**src/rtl/arith_pkg.sv**
```systemverilog
// Shared arithmetic-library definitions: FSM state encodings and the default
// operand width used by the bit-serial units.
package arith_pkg;

    localparam int unsigned DEFAULT_WIDTH = 16;

    localparam logic [1:0] S_IDLE = 2'd0;
    localparam logic [1:0] S_BUSY = 2'd1;
    localparam logic [1:0] S_DONE = 2'd2;

endpackage

```
**src/rtl/sub16_serial_if.sv**
```systemverilog
// Operand/result handshake bundle for the bit-serial subtractor.
interface sub16_serial_if
    import arith_pkg::*;
#(
    parameter int unsigned WIDTH = DEFAULT_WIDTH
);

    logic             start;
    logic [WIDTH-1:0] a;
    logic [WIDTH-1:0] b;
    logic [WIDTH-1:0] out;
    logic             borrow;
    logic             busy;
    logic             done;

    modport master (
        output start,
        output a,
        output b,
        input  out,
        input  borrow,
        input  busy,
        input  done
    );

    modport slave (
        input  start,
        input  a,
        input  b,
        output out,
        output borrow,
        output busy,
        output done
    );

endinterface

```
**src/rtl/sub16_serial_full_sub.sv**
```systemverilog
// One-bit full subtractor: x - y - bin, producing difference d and borrow-out.
module full_sub (
    input  logic x,
    input  logic y,
    input  logic bin,
    output logic d,
    output logic bout
);

    always_comb begin
        d    = x ^ y ^ bin;
        bout = (~x & y) | (~(x ^ y) & bin);
    end

endmodule

```
**src/rtl/sub16_serial.sv**
```systemverilog
// Bit-serial a - b, LSB first through a single borrow flop; result bits enter
// the result register at the MSB so it is aligned after WIDTH shifts.
module sub16_serial
    import arith_pkg::*;
#(
    parameter int unsigned WIDTH = DEFAULT_WIDTH
) (
    input  logic          clock,
    input  logic          reset,
    sub16_serial_if.slave bus
);

    localparam int unsigned      CNT_W    = (WIDTH > 1) ? $clog2(WIDTH) : 1;
    localparam logic [CNT_W-1:0] CNT_LAST = CNT_W'(WIDTH - 1);

    logic [1:0]       state_q,  state_d;
    logic [CNT_W-1:0] cnt_q,    cnt_d;
    logic [WIDTH-1:0] ra_q,     ra_d;
    logic [WIDTH-1:0] rb_q,     rb_d;
    logic [WIDTH-1:0] out_q,    out_d;
    logic             br_q,     br_d;
    logic             borrow_q, borrow_d;

    logic             diff_bit;
    logic             borrow_bit;
    logic             accept;

    full_sub u_full_sub (
        .x    (ra_q[0]),
        .y    (rb_q[0]),
        .bin  (br_q),
        .d    (diff_bit),
        .bout (borrow_bit)
    );

    // DONE accepts a new request just like IDLE, giving back-to-back operation.
    assign accept = bus.start && ((state_q == S_IDLE) || (state_q == S_DONE));

    always_comb begin
        state_d  = state_q;
        cnt_d    = cnt_q;
        ra_d     = ra_q;
        rb_d     = rb_q;
        out_d    = out_q;
        br_d     = br_q;
        borrow_d = borrow_q;

        case (state_q)
            S_IDLE, S_DONE: begin
                if (accept) begin
                    ra_d    = bus.a;
                    rb_d    = bus.b;
                    out_d   = '0;
                    br_d    = 1'b0;
                    cnt_d   = '0;
                    state_d = S_BUSY;
                end else begin
                    state_d = S_IDLE;
                end
            end
            S_BUSY: begin
                out_d = {diff_bit, out_q[WIDTH-1:1]};
                ra_d  = ra_q >> 1;
                rb_d  = rb_q >> 1;
                br_d  = borrow_bit;
                cnt_d = cnt_q + CNT_W'(1);
                if (cnt_q == CNT_LAST) begin
                    borrow_d = borrow_bit;
                    state_d  = S_DONE;
                end
            end
            default: state_d = S_IDLE;
        endcase
    end

    always_ff @(posedge clock) begin
        if (reset) begin
            state_q  <= S_IDLE;
            cnt_q    <= '0;
            ra_q     <= '0;
            rb_q     <= '0;
            out_q    <= '0;
            br_q     <= 1'b0;
            borrow_q <= 1'b0;
        end else begin
            state_q  <= state_d;
            cnt_q    <= cnt_d;
            ra_q     <= ra_d;
            rb_q     <= rb_d;
            out_q    <= out_d;
            br_q     <= br_d;
            borrow_q <= borrow_d;
        end
    end

    assign bus.out    = out_q;
    assign bus.borrow = borrow_q;
    assign bus.busy   = (state_q == S_BUSY);
    assign bus.done   = (state_q == S_DONE);

endmodule
```
**src/flat_wrapper.sv**
```systemverilog
// flat-port wrapper written by rule: the top's interface ports become plain ports
module sub16_serial_flat import arith_pkg::*;
#(
    parameter int unsigned WIDTH = DEFAULT_WIDTH
)
  (clock, reset, bus_start, bus_a, bus_b, bus_out, bus_borrow, bus_busy, bus_done);
  sub16_serial_if #(.WIDTH(WIDTH)) bus_i ();
  input  logic clock;
  input  logic reset;
  input wire logic [$bits(bus_i.start)-1:0] bus_start;
  input wire logic [$bits(bus_i.a)-1:0] bus_a;
  input wire logic [$bits(bus_i.b)-1:0] bus_b;
  output wire logic [$bits(bus_i.out)-1:0] bus_out;
  output wire logic [$bits(bus_i.borrow)-1:0] bus_borrow;
  output wire logic [$bits(bus_i.busy)-1:0] bus_busy;
  output wire logic [$bits(bus_i.done)-1:0] bus_done;
  assign bus_i.start = bus_start;
  assign bus_i.a = bus_a;
  assign bus_i.b = bus_b;
  assign bus_out = bus_i.out;
  assign bus_borrow = bus_i.borrow;
  assign bus_busy = bus_i.busy;
  assign bus_done = bus_i.done;
  sub16_serial #(.WIDTH(WIDTH)) u_core (.clock(clock), .reset(reset), .bus(bus_i));
endmodule
```
**config.mk**
```make
export PLATFORM = sky130hd
export DESIGN_NAME = sub16_serial_flat
export DESIGN_NICKNAME = d
export VERILOG_FILES = /design/src/rtl/arith_pkg.sv /design/src/rtl/sub16_serial_if.sv /design/src/rtl/sub16_serial_full_sub.sv /design/src/rtl/sub16_serial.sv /design/src/flat_wrapper.sv
export SDC_FILE = /design/constraint.sdc
export NUM_CORES = 1
export LEC_CHECK = 0
export CAP_MARGIN = 20
export CORE_ASPECT_RATIO = 1.75
export CORE_MARGIN = 2
export CORE_UTILIZATION = 55
export CTS_BUF_LIST = sky130_fd_sc_hd__clkbuf_8
export CTS_CLUSTER_SIZE = 24
export DETAILED_ROUTE_END_ITERATION = 7
export PLACE_DENSITY = 0.85
export RECOVER_POWER = 100
export SETUP_SLACK_MARGIN = 0.5
export SLEW_MARGIN = 30
export SYNTH_ARGS = -nofsm -noshare
export SYNTH_HDL_FRONTEND = slang
export SYNTH_SLANG_ARGS = --single-unit
```
**constraint.sdc**
```tcl
create_clock -name clock -period 2.4 [get_ports clock]
set_input_delay 0.24 -clock clock [delete_from_list [all_inputs] [get_ports clock]]
set_output_delay 0.24 -clock clock [all_outputs]
set_load 0.005 [all_outputs]
```
==> run metrics <==
leak pwr 1.05 nW; post-synthesis cell type count 24; run status finished, final reports clean; power consumption 0.00183 W; WL/cell 14.5 um; Max clock buf depth 2; XOR/XNOR Fraction of Synth Area 0; Critical Path Slowest Stage Cell clkbuf_2; simple-gate share of the synthesized area 0.179; All-Layer GR Usage 0.230; synth top area cells dfxtp_1, a21oi_1, nand3_1, a22oi_1, buf_2; compound-cell area share of the yosys netlist 0.229; CP Max Fanout 55; Detailed Route Iter0 Violations 62; clock sinks 56; final setup vio count 0; pin count of the biggest net entering global routing 56; initial antenna violation count 0; switch share 0.242; clock latency on the worst-skew pair 310 ps; Core Rows 30; Layout Nets around 340; RSZ-0062 raised after global routing no; Fin. Hold Viols 0; Post-CTS Hold Fix Bufs 0; crit-path leading delay family buffers and inverters; Required @ worst endpoint 2630 ps; crit-path max cell delay between 800 and 900 ps; worst path cell trace nand2b_2 -> clkbuf_2 -> mux2_1 -> a211oi_2; antenna viol nets, final 0; I/O Pins 54; die area about 4600 um2; commonest non-fill, non-tap cell in the layout dfxtp_1; via count 2,057; CTS Buf Count 5; Buf/Inv on CP 1; CTS H-tree depth 2; P&R area growth vs syn 28.1%; r2r setup slk 420 ps; syn_nets about 300; Post-CTS Setup Repair Bufs 0; post-route worst setup slack just over 400 ps; WHS Path Cells 2; critical path class reg2reg; CTS tree yes; flops & latches, synth 56; worst reg2reg path depth 4; Post-Synth Adder-Cell Area 0.0145; largest family of logic cells by synthesized area compound AO/OA/AOI/OAI gates; Worst R2R Start u_core.state_q[1]; Flop pwr share 0.544; maxcap violations 0; final WL 5060 um; Die Width 52.3 um; Int Pwr 0.00139 W; Max Slew Vio Count 0; total negative slack 0 ps; yosys warns 0; Synth area leader dfxtp_1; share of the synthesized area in the top cell type 0.500; Die H about 88 um; Comb pwr share 0.135; clock power share 0.322; first-pass GRT wire length 8110 um; Max-slew headroom 0.291; Initial DRT Pass Iterations 5; layout cell share with drive strength beyond 1 0.0731; Startpoint Class flip-flop; final worst-path cycle share 0.827; Crit. End Element flip-flop; gp weighted congestion approximately 0.7; Worst R2R End u_core.cnt_q[2]; # port buffers 53; CTS root buf clkbuf_8; min Tclk post-route between 1500 and 2000 ps; diodes inserted 0; cells after synthesis 259; hold crit path type in2reg; HP Start reset; Worst Tran Pin Value 1060 ps; Psw between 0.0004 and 0.0005 W; mapped cell area about 2200 um2; gr ovfl total 0; Seq/Total Area, Yosys 0.500; DR vias/cell 5.89; core area 3900 um2; pre-CTS WS roughly 700 ps; DRC viols 0; vias in the first global route roughly 1,900; P per Cell Area approximately 640 nW/um2; initial core utilization 0.574; highest-count cells in the layout ignoring fill and taps dfxtp_1, a21oi_1, nand3_1, clkdlybuf4s50_1, a22oi_1; Setup Skew 7.17 ps; HPWL Detailed between 3000 and 4000 um; worst IR drop on VDD between 0.6 and 0.7 mV; WHS Endpoint u_core.state_q[0]; arrival time of the worst setup path 2210 ps; Max Freq 504 MHz; WHS 415 ps; post-synthesis mux area share 0.0117; CTS clk-pin slew, worst paths approximately 90 ps; synthesized area per cell ~8.7 um2
[stage by stage]
step	util	std cells	instance area, um2
final	0.736	349	2870
after detailed placement	0.713	341	2780
after floorplan	-	259	2240
after CTS	0.741	349	2890
after global routing	0.736	349	2870
after global placement	0.713	341	2780
[cells in the mapped netlist]
master	count
buf_2	21
mux2_2	1
nand3_1	52
or3_1	1
mux2_4	1
nand2_1	19
clkinv_1	1
nand2b_1	4
nor2_1	2
buf_1	1
nor2b_1	2
nor3b_1	1
ha_1	1
nor3_1	1
clkbuf_1	4
fa_1	1
nand4_1	1
buf_6	1
inv_1	2
a21oi_1	54
a22oi_1	30
dfxtp_1	56
o21ai_0	1
a211oi_2	1
[worst max-delay path by stage]
stage / start / to / slack (ps) / depth (start not counted)
floorplan: u_core.rb_q[0] / u_core.bus.borrow / 1130 / 4
global placement: bus_start / u_core.cnt_q[2] / 740 / 5
detailed placement: bus_start / u_core.cnt_q[2] / 710 / 5
CTS: u_core.state_q[1] / bus_busy / 620 / 3
global route: u_core.state_q[1] / u_core.cnt_q[2] / 290 / 4
finish: u_core.state_q[1] / u_core.cnt_q[2] / 420 / 4
[timing repair]
item | 4_1_cts | 5_1_grt
setup endpoints to repair | 1 | 0
endpoints found under the hold margin | 0 | 0
gates resized for setup | 1 | 0
[cells by family after synthesis]
kind of cell	Yosys count
AOI/OAI and AO/OA	86
adders and majority gates	2
buffers and inverters	30
DFF	56
muxes	2
and+or+nand+nor	83
[power by group through the flow]
| stage | clock [W] | combinational (W) | sequential [W] |
|---|---|---|---|
| floorplan | 0 | 0.000157 | 0.00101 |
| global placement | 0 | 0.000250 | 0.00102 |
| detailed placement | 0 | 0.000255 | 0.00102 |
| CTS | 0.000603 | 0.000257 | 0.000996 |
| global route | 0.000637 | 0.000272 | 0.00100 |
| finish | 0.000589 | 0.000247 | 0.000996 |
[metal layers]
| layer | routed length [um] | part of all wire | track usage |
|---|---|---|---|
| met2 | 2740 | 0.54 | 0.411 |
| met5 | 0 | 0 | 0 |
| met1 | 2020 | 0.40 | 0.267 |
| met4 | 50 | 0.0099 | 0.0699 |
| met3 | 246 | 0.049 | 0.0541 |
[registers in the layout, indices dropped and copies added (netlist names)]
register / cells
u_core.cnt_q: 4
u_core.ra_q: 16
u_core.bus.out: 16
u_core.br_q: 1
u_core.state_q: 2
u_core.bus.borrow: 1
u_core.rb_q: 16
[cell type report]
cell class	instances	area (um2)
timing repair buffer	61	593
clock buffer	5	68.8
inverter	3	12.5
sequential	56	1120
clock inverter	3	38.8
multi-input combinational	173	977
fill	317	1030
tap	48	60.1
No activity file was read; power rests on OpenSTA's default activity.
